## config.mk

```make
export PLATFORM = sky130hd
export DESIGN_NAME = seven_seg_reader
export DESIGN_NICKNAME = d
export VERILOG_FILES = /design/src/rtl/seven_seg_reader.sv
export SDC_FILE = /design/constraint.sdc
export NUM_CORES = 1
export LEC_CHECK = 0
export ABC_AREA = 0
export CAP_MARGIN = 10
export CORE_ASPECT_RATIO = 1.5
export CORE_MARGIN = 2
export CORE_UTILIZATION = 55
export DETAILED_ROUTE_END_ITERATION = 12
export PLACE_DENSITY_LB_ADDON = 0.25
export SLEW_MARGIN = 20
export SYNTH_ARGS = -nofsm -noshare
export SYNTH_HDL_FRONTEND = slang
export SYNTH_SLANG_ARGS = --single-unit
```

## constraint.sdc

```tcl
create_clock -name clock -period 4.5 [get_ports clock]
set_input_delay 0.45 -clock clock [delete_from_list [all_inputs] [get_ports clock]]
set_output_delay 0.45 -clock clock [all_outputs]
set_load 0.01 [all_outputs]
```

## src/rtl/seven_seg_reader.sv

```systemverilog
// Recovers the value shown on a multiplexed 8-digit seven-segment display by
// sampling its anode/cathode lines, capturing each digit after it has settled.
module seven_seg_reader #(
  parameter int unsigned SETTLE = 2
) (
  input  logic        clock,
  input  logic        reset,
  input  logic [7:0]  anode,
  input  logic [6:0]  cathode,
  output logic [31:0] number,
  output logic        number_valid,
  output logic        frame_error,
  output logic [7:0]  digit_seen
);

  logic [7:0]  prev_anode;
  logic [6:0]  prev_cathode;
  logic [3:0]  cnt;
  logic [31:0] shadow;
  logic [7:0]  seen;
  logic        err_acc;

  logic        one_hot;
  logic        match;
  logic        capture;
  logic [2:0]  digit_idx;
  logic [6:0]  pattern;
  logic [3:0]  nibble;
  logic        dec_err;
  logic [31:0] shadow_next;
  logic [7:0]  seen_next;

  // A digit only counts when exactly one anode is driven low and the whole
  // input word repeats the previous cycle.
  always_comb begin
    one_hot   = ($countones(~anode) == 1);
    match     = one_hot && ({anode, cathode} == {prev_anode, prev_cathode});
    capture   = match && (cnt == 4'(SETTLE - 1));
    digit_idx = 3'd0;
    for (int i = 0; i < 8; i++) begin
      if (!anode[i]) digit_idx = 3'(i);
    end
  end

  // Cathodes are active-low, so decode the inverted gfedcba pattern.
  always_comb begin
    pattern = ~cathode;
    nibble  = 4'h0;
    dec_err = 1'b0;
    case (pattern)
      7'h3F: nibble = 4'h0;
      7'h06: nibble = 4'h1;
      7'h5B: nibble = 4'h2;
      7'h4F: nibble = 4'h3;
      7'h66: nibble = 4'h4;
      7'h6D: nibble = 4'h5;
      7'h7D: nibble = 4'h6;
      7'h07: nibble = 4'h7;
      7'h7F: nibble = 4'h8;
      7'h6F: nibble = 4'h9;
      7'h77: nibble = 4'hA;
      7'h7C: nibble = 4'hB;
      7'h39: nibble = 4'hC;
      7'h5E: nibble = 4'hD;
      7'h79: nibble = 4'hE;
      7'h71: nibble = 4'hF;
      7'h00: nibble = 4'h0;
      default: begin
        nibble  = 4'h0;
        dec_err = 1'b1;
      end
    endcase
  end

  always_comb begin
    shadow_next = shadow;
    shadow_next[4*digit_idx +: 4] = nibble;
    seen_next = seen | (8'd1 << digit_idx);
  end

  always_ff @(posedge clock) begin
    if (reset) begin
      prev_anode   <= '0;
      prev_cathode <= '0;
      cnt          <= '0;
      shadow       <= '0;
      seen         <= '0;
      err_acc      <= 1'b0;
      number       <= '0;
      number_valid <= 1'b0;
      frame_error  <= 1'b0;
    end else begin
      prev_anode   <= anode;
      prev_cathode <= cathode;
      number_valid <= 1'b0;
      if (!match) begin
        cnt <= '0;
      end else if (cnt < 4'(SETTLE)) begin
        cnt <= cnt + 4'd1;
      end
      if (capture) begin
        shadow <= shadow_next;
        // The capture that fills the last missing digit publishes the frame.
        if (seen_next == 8'hFF) begin
          number       <= shadow_next;
          number_valid <= 1'b1;
          frame_error  <= err_acc | dec_err;
          seen         <= '0;
          err_acc      <= 1'b0;
        end else begin
          seen    <= seen_next;
          err_acc <= err_acc | dec_err;
        end
      end
    end
  end

  assign digit_seen = seen;

endmodule

```

==> out/metrics.csv, run 1 <==
metric;value;unit
Fmax;245;MHz
Skew-Pair Late Insertion Delay;350;ps
Top FF cell, synth;dfxtp_1;
CTS sink cnt;94;
CTS root buf;clkbuf_16;
final hold vios;0;
Crit Path Max Fanout;10;
clock-pin slew on the worst setup and hold paths;60;ps
clock buffer count from CTS;9;
Area Overhead vs Synth;25.1;%
vias in the first global route;4129;
# diodes;0;
GR Overflow Total;0;
Site Rows;41;
setup TNS;0;ps
Post-Syn Area per Cell;8.52;sq um
fraction of layout cells with a size suffix above 1;10.1;%
WP data required;4720;ps
Nets;660;
Arr. time, crit path;4300;ps
worst rel slew slack;34.5;%
P per Cell Area;315;nW/um^2
crit end category;register;
CTS max path bufs;2;
total wire length;12100;um
Syn Inst Count;560;
met2 routed WL;6210;um
M1 WL;4970;um
Worst setup SP type;input pin;
Vert. Die Dim;118;um
CTS Hold Buffers Added;0;
HPWL Detailed;8320;um
Hold Slack;451;ps
DRC viols;0;
crit path kind;input pin to register;
fill cell count;671;
share of the core filled with cells;70.9;%
Die ar.;9450;sq um
Max-Cap Viols;0;
placed inst area;5540;sq um
Peak VDD IR;0.279;mV
final period utilization;90.8;%
count of input and output buffers;58;
Post-DRT Antenna Nets;0;
post-detailed-route wirelength per cell;16.4;um
IO Pins;59;
first-pass GRT wire length;19700;um
setup ws final;415;ps
Leak;2.16;nW
unrepaired setup endpoints after global routing;false;
wire length on met3;525;um
Power, Total;1.88;mW
GRT Util Overall;26.3;%
largest net degree at the start of global routing;51;
min Tclk post-route;4090;ps
#FFs+latches synth;94;
DR vias/cell;5.86;
sequential fraction of the synthesis area;39.4;%
Placer Congestion;0.818;
via count;4328;
Iteration-0 DRC Markers;351;
initial antenna violation count;0;
Place WS;-419;ps
Core ar.;8410;sq um
max layer used;met4;
Distinct cells, synth;67;
Synthesis Warnings;0;
Post-synth EDFFs;0;
CTS tree;yes;
die width;80.0;um
outcome;complete, no violations;
setup violators final;0;
# H-tree levels;3;
First-pass DRT Iterations;5;
Layout Cells excl Fill;738;
Async SR Flop Fraction;0;%
dpl cells;718;
Initial Utilization;56.7;%
Slew Viols, Final;0;
Max Clock Skew;7.70;ps
worst-margin pin slew;971;ps
Synthesized Nets;593;
Finished Cell Area;5970;sq um
hold crit path type;register to register;
Cell Area, Synth;4770;sq um
worst paths after layout:
path	cells after the start	slack, ps	start	endpoint
worst min-delay path	2	450	shadow[25]$_SDFFE_PP0P_	shadow[25]$_SDFFE_PP0P_
worst max-delay path	16	410	anode[0]	number[31]$_SDFFE_PP0P_
worst max register to register	9	2200	cnt[0]$_SDFFE_PP0N_	number[31]$_SDFFE_PP0P_
worst min register to register	2	450	shadow[25]$_SDFFE_PP0P_	shadow[25]$_SDFFE_PP0P_
worst max-delay path, stage by stage:
cell,delay [ps]
dlymetal6s2s_1,150
fa_1,540
inv_1,50
fa_1,460
fa_1,510
ha_2,180
inv_1,50
fa_1,470
nand2_1,80
a2111oi_4,200
nand4_2,180
nor4_4,300
buf_6,170
bufbuf_16,280
mux2i_1,180
nor2_1,50
registers in the layout, indices dropped and copies added (netlist names):
signal and cells:
number_valid 1, digit_seen 8, err_acc 1, cnt 4, prev_anode 8, frame_error 1, prev_cathode 7, number 32
shadow 32
layer usage:
metal  vias to the layer above  GRT usage (%)
met2                       139           45.2
met5                         -              0
met3                        32           5.90
met1                      2076           30.3
met4                         0           12.1
li1                       2081              -
layout by cell type, fill, tap and decap left out, types with 4 or more instances in the layout:
cell	netlist	routed
a21oi_1	59	59
a22o_1	6	6
and2_1	9	9
buf_4	1	24
clkbuf_16	0	10
clkdlybuf4s50_1	0	54
dfxtp_1	94	94
fa_1	4	4
ha_1	12	11
inv_1	27	27
mux2i_1	28	28
nand2_1	68	68
nand2b_1	16	16
nand3_1	17	17
nand3b_1	6	6
nand4_1	4	4
nor2_1	48	48
nor2b_1	13	13
nor3_1	8	8
nor4_1	6	6
o21ai_0	16	16
o21ai_1	5	5
o2bb2ai_1	6	6
or2_2	4	4
xor2_1	11	11
cell type report:
class / instances / area, sq um / share of cell area [%]
multi-input cells: 406 / 2610 / 43.8
flip-flops and latches: 94 / 1880 / 31.5
repair buffers: 89 / 903 / 15.1
clock buffers: 9 / 225 / 3.77
well taps: 107 / 134 / 2.24
clock inverters: 6 / 109 / 1.82
inverters: 27 / 101 / 1.70
report_power, final:
group	internal (mW)	leakage [nW]	switching, mW	total [mW]
clock network	0.539	0.166	0.316	0.855
registers	0.839	0.761	0.00365	0.843
logic	0.0739	1.24	0.110	0.184
total	1.45	2.16	0.429	1.88
cells in the mapped netlist, drive strengths merged, types with 3 or more instances:
cell	count	area share, %
or2	4	0.52
a22o	6	1.1
a2111oi	3	0.94
nor3	8	0.84
buf	15	2.4
o2bb2ai	6	1.1
nor2	49	3.9
a21oi	59	6.2
or4	3	0.47
mux2	3	0.71
o211ai	3	0.47
ha	12	3.1
and2	9	1.2
a211oi	3	0.58
inv	27	2.1
nor4	9	1.8
xor2	11	2.0
dfxtp	94	39
nor2b	13	1.7
clkbuf	18	1.4
o21ai	21	2.2
nand4	5	0.79
nand2	68	5.4
nand2b	16	2.1
nand3	17	1.8
mux2i	28	5.9
nand3b	6	0.94
fa	4	1.7
nor3b	4	0.73
cells by family (layout without fill, tap and decap cells):
kind of cell,Yosys count,count (layout),share of synthesized area (%)
compound gates,128,128,17.5
xor+xnor,13,13,2.39
fa+ha+maj,16,16,4.83
buf+inv,60,131,5.95
flops,94,94,39.4
mux,31,31,6.58
simple gates,218,218,23.3
what timing repair did:
action                     in CTS  in global routing
resized for setup               0                  5
setup endpoints to repair      18                 74
gates cloned                    2                  1
pin swaps                       2                  4
setup buffers                   2                  0
hold endpoints to repair        0                  0
No activity file was read; power rests on OpenSTA's default activity.
==> inputs of run 2 (changes only) <==
- ABC_AREA: 0 -> 1
==> run 2 against run 1 <==
  * First-iteration DRC count is 38% lower
  * Core utilization is 0.52 points lower
  * Critical path depth is 2 higher
  * Die area is 3.4% lower
  * Register-to-register slack better by 430 ps
  * Fmax is 5.0% lower
  * Clock power is 9.2% lower
  * Count of clock-buffer cells in the layout is 2 higher
  * Highest routed layer unchanged
  * Final cell count is 15% higher
==> out/metrics.csv, run 2 <==
metric;value;unit;change
fraction of layout cells with a size suffix above 1;5.09;%;was 10.1%
top post-synthesis cells by area;dfxtp_1 (41%), nand2_1 (15%), inv_1 (6.6%), nand3_1 (6.5%), nor2_1 (6.4%);;was dfxtp_1 (39%), a21oi_1 (6.2%), mux2i_1 (5.9%), nand2_1 (5.4%), nor2_1 (3.8%)
Finished Cell Area;5670;sq um;was 5970 sq um
Async SR Flop Fraction;0;%;unchanged
Area Overhead vs Synth;23.3;%;was 25.1%
Place WS;-132;ps;was -419 ps
total wire length;11700;um;was 12100 um
Setup Buffers After CTS;0;;was 2
setup violators final;0;;unchanged
Layout Cells excl Fill;851;;was 738
WP data required;4790;ps;was 4720 ps
setup TNS;0;ps;unchanged
Top FF cell, synth;dfxtp_1;;unchanged
outcome;complete, no violations;;unchanged
largest net degree at the start of global routing;43;;was 51
worst-margin pin slew;723;ps;was 971 ps
P per Cell Area;318;nW/um^2;was 315 nW/um^2
Initial Utilization;57.1;%;was 56.7%
worst rel slew slack;51.7;%;was 34.5%
Synth area leader;dfxtp_1;;unchanged
clock-pin slew on the worst setup and hold paths;60;ps;about the same
Nets;774;;was 660
CTS root buf;clkbuf_16;;unchanged
Site Rows;40;;was 41
Peak VDD IR;0.284;mV;was 0.279 mV
Crit Path Max Fanout;8;;was 10
final hold vios;0;;unchanged
Max Clock Skew;5.48;ps;was 7.70 ps
#FFs+latches synth;94;;unchanged
count leader, synth;nand2_1;;was dfxtp_1
CTS max path bufs;2;;unchanged
Regs by FF count;number x32, shadow x32;;unchanged
GR Overflow Total;0;;unchanged
via count;4530;;was 4328
Placer Congestion;0.900;;was 0.818
Synthesized Nets;717;;was 593
Post-synth EDFFs;0;;unchanged
sequential fraction of the synthesis area;40.9;%;was 39.4%
crit path kind;input pin to register;;unchanged
Power, Total;1.80;mW;was 1.88 mW
DR vias/cell;5.32;;was 5.86
min Tclk post-route;4300;ps;was 4090 ps
Post-Syn Area per Cell;6.73;sq um;was 8.52 sq um
IO Pins;59;;unchanged
hold crit path type;register to register;;unchanged
Leak;2.53;nW;was 2.16 nW
crit end category;register;;unchanged
most frequent cells in the layout;nand2_1 (184), dfxtp_1 (94), inv_1 (81), nor2_1 (79), nand3_1 (59);;was dfxtp_1 (94), nand2_1 (68), a21oi_1 (59), clkdlybuf4s50_1 (54), nor2_1 (48)
share of the core filled with cells;70.4;%;was 70.9%
FF-to-FF path depth;12;;was 9
# diodes;0;;unchanged
Vert. Die Dim;116;um;was 118 um
most instantiated cells after synthesis;nand2_1 (185), dfxtp_1 (94), inv_1 (81);;was dfxtp_1 (94), nand2_1 (68), a21oi_1 (59)
Fmax;233;MHz;was 245 MHz
count of input and output buffers;58;;unchanged
Comb pwr share;10.2;%;was 9.8%
Slew Viols, Final;0;;unchanged
DRC viols;0;;unchanged
net switching share of the total power;24.4;%;was 22.8%
Iteration-0 DRC Markers;219;;was 351
Sw Pwr;441;uW;was 429 uW
Post-DRT Antenna Nets;0;;unchanged
clock buffer count from CTS;9;;unchanged
final period utilization;95.6;%;was 90.8%
Syn Inst Count;684;;was 560
die width;78.7;um;was 80.0 um
Hold Path Depth;2;;unchanged
setup ws final;199;ps;was 415 ps
Synthesis Warnings;0;;unchanged
Distinct cells, synth;28;;was 67
GRT Util Overall;26.6;%;was 26.3%
first-pass GRT wire length;19200;um;was 19700 um
Die ar.;9130;sq um;was 9450 sq um
Flop pwr share;46.8;%;was 44.8%
dpl cells;835;;was 718
vias in the first global route;4323;;was 4129
initial antenna violation count;0;;unchanged
CTS tree;yes;;unchanged
Max-Cap Viols;0;;unchanged
Clock Power Share;43.1;%;was 45.4%
First-pass DRT Iterations;5;;unchanged
Hold Slack;444;ps;was 451 ps
post-detailed-route wirelength per cell;13.8;um;was 16.4 um
Arr. time, crit path;4590;ps;was 4300 ps
most common cell after layout, fill and taps aside;nand2_1;;was dfxtp_1
Skew-Pair Late Insertion Delay;350;ps;about the same
Cell Area, Synth;4600;sq um;was 4770 sq um
placed inst area;5340;sq um;was 5540 sq um
CTS sink cnt;94;;unchanged
post-synth top area share;40.9;%;was 39.4%
HPWL Detailed;8470;um;was 8320 um
Worst setup SP type;input pin;;unchanged
internal power;1.36;mW;was 1.45 mW
Core ar.;8060;sq um;was 8410 sq um
# H-tree levels;3;;unchanged
==> run 2: cell types whose count changed after synthesis, moves of 13 or more <==
cell	before	now
a21oi_1	59	44
mux2i_1	28	0
nand2b_1	16	0
nor2_1	48	79
nor2b_1	13	0
nand2_1	68	185
nand3_1	17	60
o21ai_0	16	44
inv_1	27	81
o21ai_1	5	23
==> run 2: metal layers <==
layer | GRT usage, % | wire, um | up-vias
li1 | - | - | 2303
met1 | 29.2 | 4650 | 2047
met2 | 49.1 | 6160 | 136
met3 | 4.52 | 496 | 44
met4 | 13.5 | 417 | 0
met5 | 0 | 0 | -
==> run 2: final cells by class <==
type,instances,area [sq um]
sequential,94,1880
inverter,85,319
timing repair buffer,68,713
tap,105,131
fill,678,2380
clock buffer,11,253
clock inverter,5,57.6
multi-input combinational,483,2320
==> run 2: cells by family after synthesis <==
family,synth area share (%)
simple gates,31.7
compound gates,12.6
buf+inv,9.02
flops,40.9
fa+ha+maj,5.00
xor+xnor,0.761
==> run 2: what timing repair did <==
action / in CTS / in global routing
endpoints found under the hold margin: 0 / 0
setup endpoints to repair: 0 / 62
gates resized for setup: 0 / 5
hold buffers: 0 / 0
==> run 2: worst paths after layout <==
kind / from / slack (ps) / to
worst max-delay path: anode[0] / 200 / number[1]$_SDFFE_PP0P_
worst min register to register: cnt[3]$_SDFFE_PP0N_ / 440 / cnt[3]$_SDFFE_PP0N_
worst max register to register: prev_anode[0]$_SDFF_PP0_ / 2630 / number[1]$_SDFFE_PP0P_
worst min-delay path: cnt[3]$_SDFFE_PP0N_ / 440 / cnt[3]$_SDFFE_PP0N_
==> run 2: worst max-delay path: stages <==
cell,delay (ps)
clkdlybuf4s50_1,460
fa_1,560
inv_1,50
fa_1,460
fa_1,520
ha_1,170
inv_1,60
fa_1,470
nand2_1,60
a21oi_1,120
nand2_1,80
nor3_2,190
nand3_2,130
nor2_4,220
nand3_2,180
clkinv_1,230
nand2_1,100
nand2_1,80
==> run 2: power groups by stage <==
stage	clock (mW)	combinational (mW)	sequential, mW
3_5_place_dp	0	0.179	0.861
2_1_floorplan	0	0.119	0.860
4_1_cts	0.785	0.181	0.842
5_1_grt	0.817	0.208	0.843
6_report	0.776	0.184	0.843
3_3_place_gp	0	0.173	0.861
